===== src/rtl/uart_tx_arbiter.sv =====
// uart_tx_arbiter
// Merges N_CH channel bytes into one UART TX FIFO write port. A channel is sent
// only when its value differs from the value last sent for it. Channels are
// served round-robin, starting after the most recently sent channel. tx_full
// holds off new grants. Every write is followed by GAP_CYCLES idle cycles, so
// the FIFO's tx_full flag has time to catch up.
//
// Optional feature: define UART_KEEPALIVE_EN to add a periodic resend of every
// enabled channel every REFRESH_CYCLES clocks, which lets the peer resync.
//
// Ports:
//   clk       system clock
//   rst       asynchronous reset, active-high
//   ch_data   N_CH*DATA_W; channel i occupies bits [i*DATA_W +: DATA_W]
//   ch_en     per-channel enable; a disabled channel is never granted
//   tx_full   UART TX FIFO full flag
//   w_data    byte presented to the FIFO
//   wr_uart   one-cycle FIFO write strobe
//   last_ch   index of the most recently sent channel
//   busy      high while in SEND or GAP
//   sent_cnt  total bytes written, saturating at all-ones
module uart_tx_arbiter #(
  parameter int N_CH           = 4,
  parameter int DATA_W         = 8,
  parameter int GAP_CYCLES     = 2,
  parameter int REFRESH_CYCLES = 650000,
  parameter int CNT_W          = 16
) (
  input  logic                     clk,
  input  logic                     rst,
  input  logic [N_CH*DATA_W-1:0]   ch_data,
  input  logic [N_CH-1:0]          ch_en,
  input  logic                     tx_full,
  output logic [DATA_W-1:0]        w_data,
  output logic                     wr_uart,
  output logic [$clog2(N_CH)-1:0]  last_ch,
  output logic                     busy,
  output logic [CNT_W-1:0]         sent_cnt
);

  localparam int CH_W  = $clog2(N_CH);
  localparam int GAP_W = (GAP_CYCLES > 1) ? $clog2(GAP_CYCLES) : 1;
  localparam logic [GAP_W-1:0] GAP_LAST = GAP_W'(GAP_CYCLES - 1);

  localparam logic [1:0] ST_IDLE = 2'd0;
  localparam logic [1:0] ST_SEND = 2'd1;
  localparam logic [1:0] ST_GAP  = 2'd2;

  logic [1:0]        state;
  logic [GAP_W-1:0]  gap_cnt;
  logic [DATA_W-1:0] last_sent [N_CH];
  logic [N_CH-1:0]   refresh;
  logic [N_CH-1:0]   pending;
  logic [CH_W-1:0]   grant;
  logic              grant_vld;
  logic [DATA_W-1:0] grant_data;
  logic              start;

  // A channel wants service when it is enabled and its value is new, or when a
  // keep-alive resend has been requested for it.
  always_comb begin
    pending = '0;
    for (int i = 0; i < N_CH; i++) begin
      pending[i] = ch_en[i] &
                   ((ch_data[i*DATA_W +: DATA_W] != last_sent[i]) | refresh[i]);
    end
  end

  // The round-robin search order is last_ch+1, last_ch+2, ... with wrap. The
  // loop runs from the farthest candidate down to the nearest one. The nearest
  // pending channel is therefore the last one assigned, and it wins.
  always_comb begin
    grant     = '0;
    grant_vld = 1'b0;
    for (int k = N_CH; k >= 1; k--) begin
      if (pending[(int'(last_ch) + k) % N_CH]) begin
        grant     = CH_W'((int'(last_ch) + k) % N_CH);
        grant_vld = 1'b1;
      end
    end
  end

  assign grant_data = ch_data[int'(grant)*DATA_W +: DATA_W];
  assign start      = (state == ST_IDLE) && grant_vld && !tx_full;

  // The strobe is decoded from the state register. An asynchronous reset
  // therefore removes it immediately and aborts the write.
  assign wr_uart = (state == ST_SEND);
  assign busy    = (state == ST_SEND) || (state == ST_GAP);

  // NOTE: sequential state uses non-blocking assignments only. Every register
  // samples pre-edge values, so the result does not depend on the order in
  // which the always blocks are evaluated.
  always_ff @(posedge clk or posedge rst) begin
    if (rst) begin
      state    <= ST_IDLE;
      gap_cnt  <= '0;
      w_data   <= '0;
      last_ch  <= CH_W'(N_CH - 1);
      sent_cnt <= '0;
    end else begin
      case (state)
        ST_IDLE: begin
          if (start) begin
            state   <= ST_SEND;
            w_data  <= grant_data;
            last_ch <= grant;
          end
        end
        ST_SEND: begin
          state   <= ST_GAP;
          gap_cnt <= '0;
          if (sent_cnt != '1) sent_cnt <= sent_cnt + 1'b1;
        end
        ST_GAP: begin
          if (gap_cnt == GAP_LAST) state <= ST_IDLE;
          else                     gap_cnt <= gap_cnt + 1'b1;
        end
        default: state <= ST_IDLE;
      endcase
    end
  end

  // NOTE: this small per-channel store is reset on purpose. After reset, the
  // comparison against zero defines what counts as "changed", so every
  // channel that holds a nonzero value is sent once.
  always_ff @(posedge clk or posedge rst) begin
    if (rst) begin
      for (int i = 0; i < N_CH; i++) last_sent[i] <= '0;
    end else if (start) begin
      last_sent[grant] <= grant_data;
    end
  end

`ifdef UART_KEEPALIVE_EN
  localparam int REF_W = $clog2(REFRESH_CYCLES);
  localparam logic [REF_W-1:0] REF_LAST = REF_W'(REFRESH_CYCLES - 1);

  logic [REF_W-1:0] refresh_cnt;
  logic             refresh_wrap;

  assign refresh_wrap = (refresh_cnt == REF_LAST);

  always_ff @(posedge clk or posedge rst) begin
    if (rst) refresh_cnt <= '0;
    else     refresh_cnt <= refresh_wrap ? '0 : refresh_cnt + 1'b1;
  end

  // A wrap has priority over the clear-on-grant. A refresh that lands on the
  // same cycle as a grant of that channel is kept, and the channel is resent.
  always_ff @(posedge clk or posedge rst) begin
    if (rst) begin
      refresh <= '0;
    end else begin
      for (int i = 0; i < N_CH; i++) begin
        if (refresh_wrap && ch_en[i])               refresh[i] <= 1'b1;
        else if (start && (int'(grant) == i))       refresh[i] <= 1'b0;
      end
    end
  end
`else
  assign refresh = '0;
  // REFRESH_CYCLES is intentionally not used when keep-alive is compiled out.
  logic unused_refresh_cfg;
  assign unused_refresh_cfg = (REFRESH_CYCLES != 0);
`endif

endmodule

===== config.mk =====
export PLATFORM = sky130hd
export DESIGN_NAME = uart_tx_arbiter
export DESIGN_NICKNAME = d
export VERILOG_FILES = /design/src/rtl/uart_tx_arbiter.sv
export SDC_FILE = /design/constraint.sdc
export NUM_CORES = 1
export LEC_CHECK = 0
export ABC_AREA = 1
export ABC_CLOCK_PERIOD_IN_PS = 2300
export CORE_MARGIN = 2
export CORE_UTILIZATION = 53
export DETAILED_ROUTE_END_ITERATION = 10
export GPL_ROUTABILITY_DRIVEN = 0
export PLACE_DENSITY = 0.81
export RECOVER_POWER = 100
export SKIP_CTS_REPAIR_TIMING = 1
export SLEW_MARGIN = 5
export SYNTH_ARGS = -nofsm -noshare
export SYNTH_HDL_FRONTEND = slang
export SYNTH_SLANG_ARGS = --single-unit

===== constraint.sdc =====
create_clock -name clk -period 2.3 [get_ports clk]
set_input_delay 0.46 -clock clk [delete_from_list [all_inputs] [get_ports clk]]
set_output_delay 0.46 -clock clk [all_outputs]
set_load 0.005 [all_outputs]

==> impl_metrics.env <==
export IMPL_r2r_cells=20
export IMPL_nets=684
export IMPL_grt_pass1_vias=3635
export IMPL_rsz0062_at_grt="true"
export IMPL_fp_dieW_microns=86.77
export IMPL_fin_skew_ps=11.77
export IMPL_dr_pass1_iters=5
export IMPL_holdPathEnd="w_data[1]"
export IMPL_clkLatencyLatePin_ps=340
export IMPL_grt_total_usage_pct=28.48
export IMPL_timing_critical_path_cells="inv_1 -> nand2_1 -> nand2_1 -> nand2_1 -> nor2_1 -> nand2_2 -> nand3_2 -> nand2_2 -> nand2_2 -> nand2_2 -> inv_2 -> nand2_4 -> nand2_4 -> nand2_4 -> nand2_8 -> inv_8 -> nor3_4 -> buf_6 -> nand2_1 -> nand2_2"
export IMPL_ir_worst_vdd_mv=0.7290
export IMPL_num_vias=3891
export IMPL_arrival_ps=2640
export IMPL_grt_pass1_wl_mm=16.48
export IMPL_ys_ff_latch=61
export IMPL_drcViolationCount=0
export IMPL_antenna_cells=0
export IMPL_critPathKind="flop to flop"
export IMPL_clock_fmax_ghz=0.4243
export IMPL_layout_cells_most_common_list="nand2_1 (222), buf_4 (62), dfrtp_1 (59)"
export IMPL_layout_cells_non_filler=725
export IMPL_cts_root_buf="clkbuf_8"
export IMPL_critPathSlowestCell="dfrtp_1"
export IMPL_timing_final_crit_period_ps=2357
export IMPL_synth_seq_area_share_pct=42.11
export IMPL_worst_pin_slew_ps=792.8
export IMPL_regToRegSetupSlack_ps=-60
export IMPL_power_density_nw_per_um2=1556
export IMPL_crit_reg2reg_launch="last_sent[20]"
export IMPL_drive_above_1_share_pct=24.50
export IMPL_slowest_delay_ps=400
export IMPL_ys_types=30
export IMPL_cts_tree="yes"
export IMPL_holdWs_ps=478.4
export IMPL_dpl_hpwl_mm=7.501
export IMPL_rr_endpoint="last_sent[31]"
export IMPL_status="complete, but fails checks"
export IMPL_n_fill_cell=440
export IMPL_holdCritStartpoint="w_data[1]"
export IMPL_p_total_mw=8.374
export IMPL_ant_nets=0
export IMPL_cts_buffer_depth=2
export IMPL_cp_max_fo=8
export IMPL_failed_checks="negative setup slack"
export IMPL_syn_nets=543
export IMPL_end_kind="flop"
export IMPL_synthCells=499
export IMPL_syn_area_per_cell_sq_um=7.277
export IMPL_cp_required_ps=2580
export IMPL_overflow=0
export IMPL_antenna_found_initial=0
export IMPL_grt_max_degree=30
export IMPL_core_rowCount=30
export IMPL_hp_class="flop to flop"
export IMPL_power_leakage_nw=3.138
export IMPL_die_height_microns=86.77
export IMPL_relSlewSlack_pct=47.09
export IMPL_final_common_cell="nand2_1"
export IMPL_pre_cts_ws_ps=-569.7
export IMPL_final_max_slew_viol_count=0
export IMPL_cts_htree_levels=3
export IMPL_clk_pin_slew_ps=70
export IMPL_drv_cap=0
export IMPL_ys_warn_count=0
export IMPL_cpMostUsedCell="nand2_2"
export IMPL_initial_core_util_pct=54.04
export IMPL_dp_cells=689
export IMPL_numPortBuffers=66
export IMPL_synthesis_area_sq_um=3631
export IMPL_start_kind="flop"
export IMPL_io_pins=67
export IMPL_synthToLayoutAreaGrowth_pct=48.21
export IMPL_fin_crit_sh_pct=102.5
export IMPL_setup_ws_ps=-56.56
export IMPL_post_route_util_pct=80.09
export IMPL_finalWirelength_mm=11.62
export IMPL_finalSetupViolCount=29
export IMPL_via_per_inst=5.367
export IMPL_cts_sinks=61
export IMPL_hold_viol_final=0
export IMPL_numCtsBuffers=9
export IMPL_die_area_sq_um=7529
export IMPL_wl_per_cell_microns=16.03
export IMPL_drt_iter0_markers=391
export IMPL_coreArea_sq_um=6719
export IMPL_whs_path_depth=2
==> how the worst max path moves through the flow <==
stage	from	end	cells past startpoint
final	last_sent[20]	last_sent[31]	20
after global routing	last_sent[8]	last_sent[31]	18
after CTS	ch_data[12]	w_data[7]	23
after detailed placement	ch_data[12]	last_sent[31]	23
after global placement	ch_data[12]	last_sent[23]	23
after floorplan	last_ch[0]	last_sent[24]	13
==> cell families (layout without fill, tap and decap cells) <==
family / after synthesis / count (layout) / share of synthesized area [%]
xor gates and xnor gates: 36 / 36 / 8.684
AOI/OAI and AO/OA: 8 / 8 / 1.206
DFF: 61 / 61 / 42.11
buffers and inverters: 58 / 203 / 6.444
and+or+nand+nor: 331 / 332 / 39.83
adders and majority gates: 5 / 5 / 1.723
==> cells in the mapped netlist, drive strengths merged <==
master  number  area share, %
a22o         1           0.24
dfrtp       59             41
inv         52            5.4
nand3       33            5.2
xnor2       25            6.0
nor3         5            1.0
o21ai        7           0.96
ha           5            1.7
xor2        11            2.7
clkbuf       2           0.31
buf          4           0.69
nand2      267             29
dfstp        2            1.4
nor3b        1           0.21
nand4        5           0.86
nor2        18            3.0
nor4         2           0.34
==> critical path, delay by kind of cell (launching register included) <==
family	cells	cell delay, ps
flops	1	400
simple gates	16	1520
buf+inv	4	350
==> routing by layer <==
metal / share of wire (%) / global-route usage, % / wire length (microns) / up-vias
met5: 0 / 0 / 0 / -
met4: 5.2 / 12.78 / 610 / 0
met3: 6.9 / 5.048 / 802 / 67
met2: 51 / 50.42 / 5922 / 224
met1: 37 / 33.60 / 4285 / 1795
li1: - / - / - / 1805
==> layout make-up <==
class / count / area, sq um / area share, %
Clock buffer: 11 / 151.4 / 2.813
Clock inverter: 5 / 58.81 / 1.093
Inverter: 52 / 210.2 / 3.906
Multi-Input combinational cell: 381 / 2043 / 37.97
Sequential cell: 61 / 1529 / 28.41
Tap cell: 80 / 100.1 / 1.860
Timing Repair Buffer: 135 / 1289 / 23.95
==> flip-flops by register name (all words and copies together), names as in the netlist <==
register   cells
last_sent     32
sent_cnt      16
w_data         8
last_ch        2
state          2
gap_cnt        1
==> metrics by stage <==
stage          area, sq um  TNS [ps]
6_report              5381    -566.0
4_1_cts               4979     -7224
3_5_place_dp          4768    -22140
5_1_grt               5381     -5768
3_3_place_gp          4768    -18380
2_1_floorplan         3631         0
==> power by group <==
part / internal (mW) / switching, mW / total (mW)
Sequential: 1.47 / 0.307 / 1.78
Combinational: 2.19 / 3.40 / 5.58
Clock: 0.559 / 0.453 / 1.01
Total: 4.22 / 4.16 / 8.37
Note: power is estimated with default switching activity, not from simulation.
